==> config.mk <==
export PLATFORM = sky130hd
export DESIGN_NAME = latch_write_scheduler
export DESIGN_NICKNAME = d
export VERILOG_FILES = /design/src/rtl/latch_write_scheduler.sv
export SDC_FILE = /design/constraint.sdc
export NUM_CORES = 1
export LEC_CHECK = 0
export ABC_AREA = 1
export CORE_ASPECT_RATIO = 1.75
export CORE_MARGIN = 1.5
export CORE_UTILIZATION = 41
export DETAILED_ROUTE_END_ITERATION = 12
export GPL_ROUTABILITY_DRIVEN = 0
export MAX_ROUTING_LAYER = met4
export PLACE_DENSITY = 0.87
export SYNTH_ARGS = -nofsm -noshare
export SYNTH_HDL_FRONTEND = slang
export SYNTH_SLANG_ARGS = --single-unit
==> constraint.sdc <==
create_clock -name clk -period 2.15 [get_ports clk]
set_input_delay 0.43 -clock clk [delete_from_list [all_inputs] [get_ports clk]]
set_output_delay 0.43 -clock clk [all_outputs]
set_load 0.05 [all_outputs]
==> src/rtl/latch_write_scheduler.sv <==
// latch_write_scheduler
// Arbitrates four write requesters round-robin and sequences each winning
// write into a bank of four level-sensitive latch entries. Every write goes
// through the same sequence: one SETUP cycle with the data bus settled and
// all enables low, EN_CYCLES cycles with exactly one enable high, and one
// HOLD cycle with the enable low again and the data bus still stable. Only
// in the HOLD cycle is the requester's grant pulsed. The data bus is
// therefore stable for a full cycle on both sides of every enable pulse.

module latch_write_scheduler #(
  parameter int WIDTH     = 8,
  parameter int EN_CYCLES = 2
) (
  input  logic               clk,
  input  logic               rst_n,
  input  logic [3:0]         req,
  input  logic [7:0]         addr,
  input  logic [4*WIDTH-1:0] data,
  output logic [3:0]         gnt,
  output logic               busy,
  output logic [WIDTH-1:0]   latch_d,
  output logic [3:0]         latch_en
);

  // A zero enable length would give no enable pulse at all, so it is
  // stretched to one cycle.
  localparam int             EN_EFF  = (EN_CYCLES < 1) ? 1 : EN_CYCLES;
  localparam logic [3:0]     EN_LAST = 4'(EN_EFF - 1);

  typedef enum logic [1:0] {
    IDLE   = 2'd0,
    SETUP  = 2'd1,
    ENABLE = 2'd2,
    HOLD   = 2'd3
  } state_t;

  state_t     state;
  logic [1:0] ptr;       // index of the last winner; search starts after it
  logic [3:0] en_cnt;    // enable cycles remaining after the current one
  logic [1:0] cap_addr;  // latch entry targeted by the write in progress

  logic       win_found;
  logic [1:0] win_idx;
  logic [1:0] sel_addr;
  logic [WIDTH-1:0] sel_data;

  // Decode a 2-bit entry or requester index into a one-hot vector.
  function automatic logic [3:0] onehot4(input logic [1:0] idx);
    onehot4 = 4'b0001 << idx;
  endfunction

  // Round-robin search: requester ptr+1 first, then onward, wrapping 3 -> 0,
  // with the last winner itself considered last.
  always_comb begin
    // NOTE: every variable assigned in always_comb gets a default first, so
    // no path leaves it unassigned and no latch is inferred.
    logic [1:0] cand;
    win_found = 1'b0;
    win_idx   = ptr;
    cand      = ptr;
    for (int k = 1; k <= 4; k++) begin
      cand = ptr + 2'(k);
      if (!win_found && req[cand]) begin
        win_found = 1'b1;
        win_idx   = cand;
      end
    end
  end

  // Slice out the winner's target entry and write data.
  always_comb begin
    sel_addr = addr[{win_idx, 1'b0} +: 2];
    sel_data = data[int'(win_idx)*WIDTH +: WIDTH];
  end

  // Captured target address; only read after it has been written on the
  // IDLE->SETUP transition, so it carries no reset.
  always_ff @(posedge clk) begin
    // NOTE: pure datapath capture registers that are always written before
    // being read are left without reset; only control state is reset.
    if (state == IDLE && win_found) begin
      cap_addr <= sel_addr;
    end
  end

  // Sequencing FSM with all outputs registered; reset wins over everything.
  always_ff @(posedge clk) begin
    // NOTE: sequential state uses non-blocking assignments so every register
    // in this block sees the pre-edge values of the others.
    if (!rst_n) begin
      state    <= IDLE;
      ptr      <= 2'd3;
      en_cnt   <= 4'd0;
      latch_en <= 4'b0000;
      gnt      <= 4'b0000;
      busy     <= 1'b0;
      latch_d  <= '0;
    end else begin
      case (state)
        IDLE: begin
          // With no request every output simply holds its value.
          if (win_found) begin
            ptr     <= win_idx;
            latch_d <= sel_data;
            busy    <= 1'b1;
            state   <= SETUP;
          end
        end

        SETUP: begin
          // Data has settled for a cycle; open the one target entry.
          latch_en <= onehot4(cap_addr);
          en_cnt   <= EN_LAST;
          state    <= ENABLE;
        end

        ENABLE: begin
          if (en_cnt == 4'd0) begin
            latch_en <= 4'b0000;
            gnt      <= onehot4(ptr);
            state    <= HOLD;
          end else begin
            en_cnt <= en_cnt - 4'd1;
          end
        end

        HOLD: begin
          // Enable is closed and data still held; grant retires here.
          gnt   <= 4'b0000;
          busy  <= 1'b0;
          state <= IDLE;
        end

        default: begin
          latch_en <= 4'b0000;
          gnt      <= 4'b0000;
          busy     <= 1'b0;
          state    <= IDLE;
        end
      endcase
    end
  end

  // Structural invariants of the output protocol.
  a_en_onehot0 : assert property (@(posedge clk) disable iff (!rst_n)
    $onehot0(latch_en));
  a_gnt_onehot0 : assert property (@(posedge clk) disable iff (!rst_n)
    $onehot0(gnt));
  a_busy_state : assert property (@(posedge clk) disable iff (!rst_n)
    busy == (state != IDLE));
  a_d_stable : assert property (@(posedge clk)
    (rst_n && latch_en != 4'b0000) |=> (!rst_n || latch_d == $past(latch_d)));

endmodule

---- Word-level counts from Yosys, hierarchy flattened ----
Cells that the tools add are included.
operators by class
  shifts and indexed selects .............. 4
  eq/ne operators ......................... 6
  multiplexer cells ....................... 27
  magnitude comparators ................... 4
  add/sub/neg operators ................... 4
  reduce and logical (&&, ||, !) cells .... 18
operators with widths
  operator                                                               number
  32-bit by 6-bit variable part select with 8-bit output                 1
  4-bit case mux with 2 select lines                                     3
  2-bit by 3-bit < comparator with 1-bit output (second input constant)  4
  2-bit two-way mux                                                      6
  4-bit two-way mux                                                      3
  2-bit AND reduction                                                    6
  1-bit two-way mux                                                      9
  1-bit binary-select mux with 2-bit select                              4
  2-bit case mux with 4 select lines                                     1
  8-bit by 4-bit variable part select with 2-bit output                  1
  1-bit by 2-bit << shifter with 4-bit output (first input constant)     2
  2-bit inequality test (second input constant)                          3
  2-bit nonzero test                                                     3
  2-bit adder (second input constant)                                    2
  2-bit == test (second input constant)                                  2
  1-bit logical AND                                                      4
  4-bit logical NOT                                                      1
  4-bit by 1-bit subtractor with 4-bit output (second input constant)    1
  1-bit logical NOT                                                      3
  2-bit by 1-bit adder with 2-bit output (second input constant)         1
  2-bit by 1-bit == test with 1-bit output (second input constant)       1
  2-bit logical NOT                                                      1
  1-bit case mux with 2 select lines                                     1
storage, ports and cells
  bits in registers ....................... 27
  output and inout bits ................... 17
  input port bits ......................... 46

---- Longest topological paths before layout ----
Gate-level depths: netlist (run 1).
  depth in word-level cells ............... 15
  mapped depth ............................ 16
  gate-level depth less buffers ........... 14

---- Least setup slack after synthesis (run 1) ----
No wires, ideal clock.
  path kind ............................... flip-flop to flip-flop
  start point ............................. reg ptr[0]
  end point ............................... reg cap_addr[0], data pin
  path buffers ............................ 3
  path slack .............................. 19 ps
  library setup time ...................... 258 ps
  arrival ................................. 1873 ps
  stages on the path, launching flop included .. 16
  cell sequence ........................... dfxtp_1 > buf_6 > inv_8 > ha_1 > inv_1 > nand3_2 > nand2_2 > nand2_1 > nand2_1 > nand2_4 > nand2_2 > buf_6 > buf_6 > a21oi_2 > o21ai_1 > o21ai_1
between the ends
  cells in the longest elaborated chain, start to end .. 14
RTL lines
  what                                                     RTL line  RTL
  start: declaration                                       38        logic [1:0] ptr;
  start signal: assignment                                 103       ptr <= win_idx;
  2-bit by 1-bit adder with 2-bit output                   62        cand = ptr + 2'(k);
  1-bit binary-select mux with 2-bit select                63        if (!win_found && req[cand]) begin
  1-bit two-way mux (implied by the code)                  63
  1-bit two-way mux                                        63
  1-bit logical NOT                                        63
  1-bit logical AND                                        63
  1-bit two-way mux                                        63
  1-bit logical NOT                                        63
  1-bit logical AND                                        63
  1-bit two-way mux                                        63
  1-bit logical NOT                                        63
  1-bit logical AND                                        63
  2-bit two-way mux *                                      63
  8-bit by 4-bit variable part select with 2-bit output *  72        sel_addr = addr[{win_idx, 1'b0} +: 2];
  net sel_addr[0]                                          44        logic [1:0] sel_addr;
  end signal: assignment                                   82        cap_addr <= sel_addr;
  end: declaration                                         40        logic [1:0] cap_addr;
The timed path passes the listed nets; every way through them passes the cells marked *. The select of a mux whose other input is x is not followed.
A chain may end at the register's enable or synchronous reset.

---- Worst setup path after layout (run 1) ----
  start point ............................. in req[0]
  end point ............................... reg latch_d[5]
between the ends
  cells in the longest elaborated chain, start to end .. 13
RTL lines
  what                                                                                           RTL line  RTL
  start: declaration                                                                             16        input logic [3:0] req,
  1-bit binary-select mux with 2-bit select                                                      63
  1-bit two-way mux (implied by the code)                                                        63
  1-bit two-way mux                                                                              63
  1-bit logical NOT                                                                              63
  1-bit logical AND                                                                              63
  1-bit two-way mux                                                                              63
  1-bit logical NOT                                                                              63
  1-bit logical AND                                                                              63
  1-bit two-way mux                                                                              63
  1-bit logical NOT                                                                              63
  1-bit logical AND                                                                              63
  2-bit two-way mux or 1-bit two-way mux (tied branches)                                         63
  32-bit by 6-bit variable part select with 8-bit output or 2-bit AND reduction (tied branches)  n/a
  end signal: assignment                                                                         104       latch_d <= sel_data;
  end: declaration                                                                               21        output logic [WIDTH-1:0] latch_d,
Parallel ways exist; a longest one is shown, timed or not. The select of a mux whose other input is x is not followed.

==> flow_summary.toml, run 1 <==
[routing]
avgViaCountPerCell = 4.89
drtAntennaViolNets = 0
vias = 2008
drt_pre_antenna_iters = 4
routedWlPerCell_um = 11.4
wl_mm = 4.70
drt_iter0_drc = 27
route.detailed.drc = 0

[die]
initial_core_util = 0.427
core_area_mm2 = 0.00440
die-area_mm2 = 0.00502
io_pins = 63
die_x_um = 54.2
num_rows = 32
die_h_um = 92.6

[sta]
relSlewSlack = 0.553
fin_crit_ns = 1.99
setup_viol = 0
setup_slack_ns = 0.163
drv_slew = 0
worst_pin_slew_ns = 0.670
max_freq_ghz = 0.503
finClkSkew_ns = 0.00384
hold_viol = 0
period_share = 0.924

[clock_tree]
h-tree-depth = 1
cts_sinks = 27
cts-buffers-inserted = 3
clkTransAtPathRegs_ns = 0.10
insertion_delay_ns = 0.27
cts_root_buf = "clkbuf_8"
tritoncts = "built"
cts_buffer_depth = 2
holdBufCountCts = 0

[power]
p_leak_nw = 1.29
total_power_mw = 4.40
clkPwrFrac = 0.068
swShare = 0.507
power_density_mw_per_mm2 = 1610
combPwrFrac = 0.749
seq_power_share = 0.183
internal_power_mw = 2.17
p_switching_mw = 2.23
ir_worst_vdd_mv = 1.09

[synth]
synth_seq_area_share = 0.298
synthesis.instances = 284
synth_nets = 340
syn_area_per_cell_um2 = 6.62
syn_area_mm2 = 0.00188
ys_seq_elements = 27
yosys.cell_types.count = 29
yosys_warnings = 0

[flow_run]
cap_violations = 0

[setup_path]
crit_top_cell = "nand2_1"
crit_chain = "clkdlybuf4s50_1 -> inv_1 -> nand2_1 -> nand3_1 -> nand2_2 -> nand3_4 -> nand2_1 -> nand2_2 -> nor2_2 -> nand3_1 -> nand2_1 -> nor2_1"
cpPeakStageDelay_ns = 0.49
worstPathRequired_ns = 2.32
critPathLaunchType = "input port"
arrival_ns = 2.16
endpoint_kind = "flip-flop"
cp_max_fo = 6
cp_top_family = "simple AND/OR/NAND/NOR gates"
crit_path_start = "req[0]"
cp_slowest_cell = "clkdlybuf4s50_1"
worstReg2RegStart = "ptr[1]$_SDFFE_PN1P_"
worstSetupPathType = "in2reg"
crit_buf_inv = 2

[cells_and_area]
layout-drive-gt1-share = 0.150
final_cells = 411
antenna_cells = 0
num-fill-cells = 397
syn2layout_area_growth_pct = 45.0
regArea_um2 = 564
final_nets = 417
multiInputGateArea_mm2 = 0.00109
stdcell_area_mm2 = 0.00273

[grt]
busiest_layer = "met2"
grt_pass1_vias = 2013
gr-usage-met1 = 0.195
grt_max_degree = 22
grt_pass1_wl_mm = 7.64
grt_util_met3 = 0.0194
grt_use_met2 = 0.376
antenna_found_initial = 0
grt_use_total = 0.201
grt.overflow.total = 0

[placement]
postPlaceCellArea_mm2 = 0.00265
dp_slack_ns = -0.121
dp.cells = 406
dp_hpwl_mm = 3.69
portBuffers = 62

[worst_hold_path]
min-delay-start = "en_cnt[2]$_SDFFE_PN0P_"
min_path_type = "reg2reg"

[status]
status = "completed"
==> worst paths after layout <==
| check | end | cells after the start | slack (ns) |
|---|---|---|---|
| max reg2reg | latch_d[5]$_SDFFE_PN0P_ | 14 | 0.17 |
| max | latch_d[5]$_SDFFE_PN0P_ | 12 | 0.16 |
| min | en_cnt[2]$_SDFFE_PN0P_ | 1 | 0.45 |
| min reg2reg | en_cnt[2]$_SDFFE_PN0P_ | 1 | 0.45 |
==> timing repair <==
| action | CTS | global route |
|---|---|---|
| pin swaps | 0 | 2 |
| setup endpoints to repair | 1 | 10 |
| buffers inserted | 0 | 1 |
| resized for setup | 1 | 5 |
==> cell type report <==
cell class | instances | area share
Multi-Input combinational cell | 202 | 0.399
Inverter | 48 | 0.0697
Sequential cell | 27 | 0.207
Clock buffer | 4 | 0.0165
Tap cell | 51 | 0.0234
Timing Repair Buffer | 79 | 0.285
==> placed cells by master, fill, tap and decap left out, drive strengths merged <==
cell and count:
a21oi 18, a31oi 1, nand4 4, buf 17
nand2 77, clkdlybuf4s50 62, dfxtp 25, nand2b 1
edfxtp 2, xor2 1, o21ai 12, clkbuf 4
nor2 36, inv 48, nand3 39, ha 10
or2 3
==> stage by stage <==
| step | utilization | setup TNS [ns] | hold slack (ns) |
|---|---|---|---|
| floorplan | - | 0 | 0.412 |
| finish | 0.619 | 0 | 0.455 |
| CTS | 0.612 | 0 | 0.444 |
| global route | 0.619 | -0.00803 | 0.457 |
| global placement | 0.602 | -0.345 | 0.423 |
| detailed placement | 0.602 | -0.793 | 0.430 |
==> worst reg2reg max path: stages (launching register included) <==
cell and delay [ns]:
dfxtp_1 0.34, inv_1 0.07, ha_4 0.29, inv_1 0.06, nand3_1 0.09, nand2_2 0.11, inv_1 0.07, nand4_1 0.13
nand2_2 0.17, inv_2 0.07, buf_12 0.14, nor2_1 0.11, nor2_1 0.06, nand2_1 0.12, nor2_1 0.05
==> state kept, by name, indices dropped and copies added (netlist names) <==
| register | cells |
|---|---|
| gnt | 4 |
| latch_d | 8 |
| en_cnt | 4 |
| state | 2 |
| ptr | 2 |
| busy | 1 |
| cap_addr | 2 |
| latch_en | 4 |
==> cells in the mapped netlist, drive strengths merged <==
library cell  number  area, um^2
edfxtp             2        60.1
or2                3        18.8
xor2               1        8.76
a31oi              1        6.26
nand3             39         228
nand4              4        40.0
dfxtp             25         500
clkbuf             2        7.51
a21oi             18        97.6
buf                5        52.6
nand2             77         329
ha                10         125
nand2b             1        6.26
inv               48         190
nor2              36         150
o21ai             12        60.1
==> logic make-up (layout without fill, tap and decap cells) <==
family / after synthesis / count (layout) / synth area share
adders and majority gates: 10 / 10 / 0.0665
and+or+nand+nor: 160 / 160 / 0.411
DFF: 27 / 27 / 0.298
buffers and inverters: 55 / 131 / 0.133
AOI/OAI and AO/OA: 31 / 31 / 0.0872
xor gates and xnor gates: 1 / 1 / 0.00466
==> power by group through the flow <==
stage | registers [mW] | logic, mW | clock network (mW)
floorplan | 1.12 | 1.93 | 0
global placement | 0.808 | 3.11 | 0
detailed placement | 0.810 | 3.18 | 0
CTS | 0.801 | 3.21 | 0.293
global route | 0.825 | 3.63 | 0.312
finish | 0.807 | 3.29 | 0.298
==> per-layer routing <==
layer	wire, um	part of all wire	vias up
met5	0	0	-
met4	108	0.023	0
met3	143	0.030	8
met2	2690	0.57	52
met1	1760	0.37	911
li1	-	-	1037
Note: power is estimated with default switching activity, not from simulation.
==> run 2, diff against run 1 <==
- CORE_MARGIN: 1.5 -> 2
- CORE_UTILIZATION: 41 -> 49
- PLACE_DENSITY: 0.87 -> 0.95
- clock period: 2.15 -> 2.5 ns (I/O delays scaled with it)
==> flow_summary.toml, run 2 (synthesized netlist as in run 1, its figures left out) <==
[power]
total_power_mw = 3.35
ir_worst_vdd_mv = 1.19
p_leak_nw = 1.21
power_density_mw_per_mm2 = 1300

[setup_path]
crit_buf_inv = 3
cp_top_family = "simple AND/OR/NAND/NOR gates"
crit_chain = "inv_1 -> ha_1 -> inv_1 -> nand3_2 -> nand2_2 -> inv_4 -> nand3_4 -> nand2_4 -> nand2_4 -> or2_1 -> o21ai_1 -> o21ai_1"
cpPeakStageDelay_ns = 0.44
worstPathRequired_ns = 2.53
cp_max_fo = 14
critPathLaunchType = "flip-flop"
worstSetupPathType = "reg2reg"
arrival_ns = 2.29
r2r_cells = 12
cp_slowest_cell = "dfxtp_1"
endpoint_kind = "flip-flop"
crit_cells = 12

[routing]
route.detailed.drc = 0
drt-met1-wl_mm = 1.62
top_layer = "met4"
met3_length_um = 169
wl_mm = 4.62
avgViaCountPerCell = 5.10
drt_pre_antenna_iters = 4
drt_iter0_drc = 49
vias = 1993
routedWlPerCell_um = 11.8
wl_met2_mm = 2.67
drtAntennaViolNets = 0

[die]
die_x_um = 50.8
io_pins = 63
initial_core_util = 0.513
die-area_mm2 = 0.00437
die_h_um = 86.0
num_rows = 29
core_area_mm2 = 0.00366

[worst_hold_path]
whs_path_depth = 1
min_path_type = "reg2reg"

[status]
status = "completed"

[clock_tree]
cts_root_buf = "clkbuf_8"
h-tree-depth = 1
insertion_delay_ns = 0.27
cts_buffer_depth = 2
cts-buffers-inserted = 3
cts_sinks = 27
tritoncts = "built"
clkTransAtPathRegs_ns = 0.10
post_cts_buffers = 0

[sta]
drv_slew = 0
setup_slack_ns = 0.246
setup_viol = 0
fin_setup_tns_ns = 0
grt_setup_unrepaired = "no"
hold_viol = 0
max_freq_ghz = 0.444
period_share = 0.902
worst_pin_slew_ns = 0.680
finClkSkew_ns = 0.00552
relSlewSlack = 0.546
whs_ns = 0.445
fin_crit_ns = 2.25

[placement]
dp_hpwl_mm = 3.71
dp_slack_ns = 0.100
dp.cells = 387
postPlaceCellArea_mm2 = 0.00251
portBuffers = 62

[grt]
grt_pass1_wl_mm = 7.56
grt_max_degree = 22
grt_use_total = 0.226
grt.overflow.total = 0
antenna_found_initial = 0
grt_pass1_vias = 1946

[cells_and_area]
layout_common_cells = "nand2_1, clkdlybuf4s50_1, inv_1"
utilization = 0.702
antenna_cells = 0
stdcell_area_mm2 = 0.00257
largest_reg_flops = 8
mostFrequentLayoutCell = "nand2_1"
final_nets = 402
regMostFlops = "latch_d"
syn2layout_area_growth_pct = 36.7
num-fill-cells = 286
final_cells = 391
layout-drive-gt1-share = 0.110

[flow_run]
cap_violations = 0
[run 2: changes by cell type in the layout (fill, tap and decap cells not counted), sizes merged]
cell      before  now
buf           17    2
clkbuf         4    3
clkinvlp       0    1
[run 2: what timing repair did]
action	CTS	global route
endpoints found under the hold margin	0	0
endpoints found under the setup margin	0	7
resized for setup	0	2
hold buffers	0	0
[run 2: path summary, 6_finish.rpt]
path / end / startpoint / slack, ns
hold reg to reg: en_cnt[2]$_SDFFE_PN0P_ / en_cnt[2]$_SDFFE_PN0P_ / 0.44
setup / recovery: cap_addr[0]$_DFFE_PP_ / ptr[1]$_SDFFE_PN1P_ / 0.25
setup reg to reg: cap_addr[0]$_DFFE_PP_ / ptr[1]$_SDFFE_PN1P_ / 0.25
hold / removal: en_cnt[2]$_SDFFE_PN0P_ / en_cnt[2]$_SDFFE_PN0P_ / 0.44
[run 2: metal layers]
layer | GRT usage | vias to the layer above
li1 | - | 1008
met3 | 0.0209 | 15
met1 | 0.201 | 910
met5 | - | -
met2 | 0.451 | 60
met4 | 0.111 | 0
[run 2: power breakdown]
| part | switching (mW) | leakage, nW | internal, mW | total [mW] |
|---|---|---|---|---|
| clock network | 0.141 | 0.0217 | 0.113 | 0.254 |
| logic | 1.58 | 0.967 | 0.811 | 2.39 |
| registers | 0.0981 | 0.225 | 0.603 | 0.701 |
| total | 1.82 | 1.21 | 1.53 | 3.35 |
[run 2: cell type report]
type / count / area (um^2) / share of cell area
Inverter: 48 / 190 / 0.0740
Clock inverter: 1 / 7.51 / 0.00292
Clock buffer: 3 / 41.3 / 0.0161
Tap cell: 46 / 57.6 / 0.0224
Timing Repair Buffer: 64 / 639 / 0.249
Sequential cell: 27 / 561 / 0.218
Multi-Input combinational cell: 202 / 1070 / 0.418
[run 2: worst register-to-register path: cells and delay by family, from the launching register on]
| kind | cells | cell delay, ns |
|---|---|---|
| adder cells (fa/ha/maj) | 1 | 0.39 |
| flip-flops | 1 | 0.44 |
| AND/OR/NAND/NOR | 6 | 0.72 |
| AO/OA/AOI/OAI | 2 | 0.14 |
| buffers and inverters | 3 | 0.34 |
==> run 3, diff against run 2 <==
- CORE_UTILIZATION: 49 -> 52
- DONT_BUFFER_PORTS: unset -> 1
- PLACE_DENSITY: 0.95 -> 0.78
==> flow_summary.toml, run 3 (synthesized netlist as in run 1, its figures left out) <==
[status]
status = "completed"

[die]
io_pins = 63
die-area_mm2 = 0.00413
die_h_um = 83.6
initial_core_util = 0.548
num_rows = 28
die_x_um = 49.5
core_area_mm2 = 0.00343

[sta]
setup_viol = 0
relSlewSlack = 0.540
fin_setup_tns_ns = 0
drv_slew = 0
setup_slack_ns = 0.269
hold_viol = 0
grt_setup_unrepaired = "no"
period_share = 0.892
fin_crit_ns = 2.23
whs_ns = 0.361
finClkSkew_ns = 0.00577
max_freq_ghz = 0.448
worst_pin_slew_ns = 0.690

[grt]
grt_pass1_wl_mm = 7.05
antenna_found_initial = 0
grt.overflow.total = 0
grt_use_total = 0.212
grt_max_degree = 22
grt_pass1_vias = 1678

[cells_and_area]
final_nets = 340
regMostFlops = "latch_d"
regArea_um2 = 561
layout-drive-gt1-share = 0.134
antenna_cells = 0
syn2layout_area_growth_pct = 3.46
largest_reg_flops = 8
layout_common_cells = "nand2_1, inv_1, nand3_1"
multiInputGateArea_mm2 = 0.00107
num-fill-cells = 375
mostFrequentLayoutCell = "nand2_1"

[setup_path]
worstPathRequired_ns = 2.53
cp_slowest_cell = "dfxtp_1"
critPathLaunchType = "flip-flop"
crit_chain = "inv_1 -> ha_1 -> inv_1 -> nand3_1 -> nand2_2 -> nand3_4 -> nand2_4 -> nand2_4 -> or2_1 -> o21ai_1 -> o21ai_1"
cpPeakStageDelay_ns = 0.42
cp_max_fo = 18
arrival_ns = 2.26
endpoint_kind = "flip-flop"
worstSetupPathType = "reg2reg"

[clock_tree]
clkTransAtPathRegs_ns = 0.10
tritoncts = "built"
h-tree-depth = 1
insertion_delay_ns = 0.27
cts_root_buf = "clkbuf_8"
cts_buffer_depth = 2
cts-buffers-inserted = 3
cts_sinks = 27
post_cts_buffers = 0

[routing]
drt_pre_antenna_iters = 4
drt_iter0_drc = 37
drtAntennaViolNets = 0
routedWlPerCell_um = 12.4
avgViaCountPerCell = 5.19
vias = 1701
wl_mm = 4.05
route.detailed.drc = 0

[placement]
dp_hpwl_mm = 3.20
portBuffers = 0
dp_slack_ns = 0.161

[worst_hold_path]
min_path_type = "in2reg"

[flow_run]
cap_violations = 0

[power]
ir_worst_vdd_mv = 1.33
power_density_mw_per_mm2 = 1590
total_power_mw = 3.09
p_leak_nw = 0.976
## run 3: cell types whose count changed in the layout (fill, tap and decap cells not counted), sizes merged
cell / previous run / this run
clkdlybuf4s50: 62 / 0
## run 3: path summary, 6_finish.rpt
check	from	depth (start not counted)	to	slack [ns]
max	ptr[1]$_SDFFE_PN1P_	11	cap_addr[0]$_DFFE_PP_	0.27
min	rst_n	2	en_cnt[2]$_SDFFE_PN0P_	0.36
max reg2reg	ptr[1]$_SDFFE_PN1P_	11	cap_addr[0]$_DFFE_PP_	0.27
min reg2reg	en_cnt[2]$_SDFFE_PN0P_	1	en_cnt[2]$_SDFFE_PN0P_	0.45
## run 3: area by class of cell
type                       count  share of cell area
multi-input combinational    202               0.552
tap                           45              0.0289
clock buffer                   3              0.0212
clock inverter                 1             0.00386
timing repair buffer           2             0.00772
inverter                      48              0.0977
sequential                    27               0.288
## run 3: worst max-delay path: cells and delay by family (launching register included)
family	cells	cell delay [ns]
DFF	1	0.42
adders and majority gates	1	0.35
AOI/OAI and AO/OA	2	0.16
buffers and inverters	2	0.25
and+or+nand+nor	6	0.81
## run 3: routing by layer
metal	vias to the layer above	part of all wire	track usage
li1	885	-	-
met1	744	0.37	0.228
met2	64	0.54	0.391
met3	8	0.061	0.0179
met4	0	0.020	0.0808
met5	-	0	-
## run 3: power breakdown
group          leakage (nW)  total [mW]  internal, mW  switching, mW
combinational         0.729        1.85         0.614           1.24
sequential            0.225       0.979         0.602          0.377
clock                0.0217       0.254         0.113          0.141
## run 3: what timing repair did
item / CTS / global route
endpoints found under the setup margin: 0 / 3
hold buffers: 0 / 0
resized for setup: 0 / 1
## run 3: per-stage QoR
stage               std cells   util  instance area, um^2
global route              328  0.567                 1950
finish                    328  0.567                 1950
detailed placement        324  0.551                 1890
floorplan                 284      -                 1880
global placement          324  0.551                 1890
CTS                       328  0.565                 1940
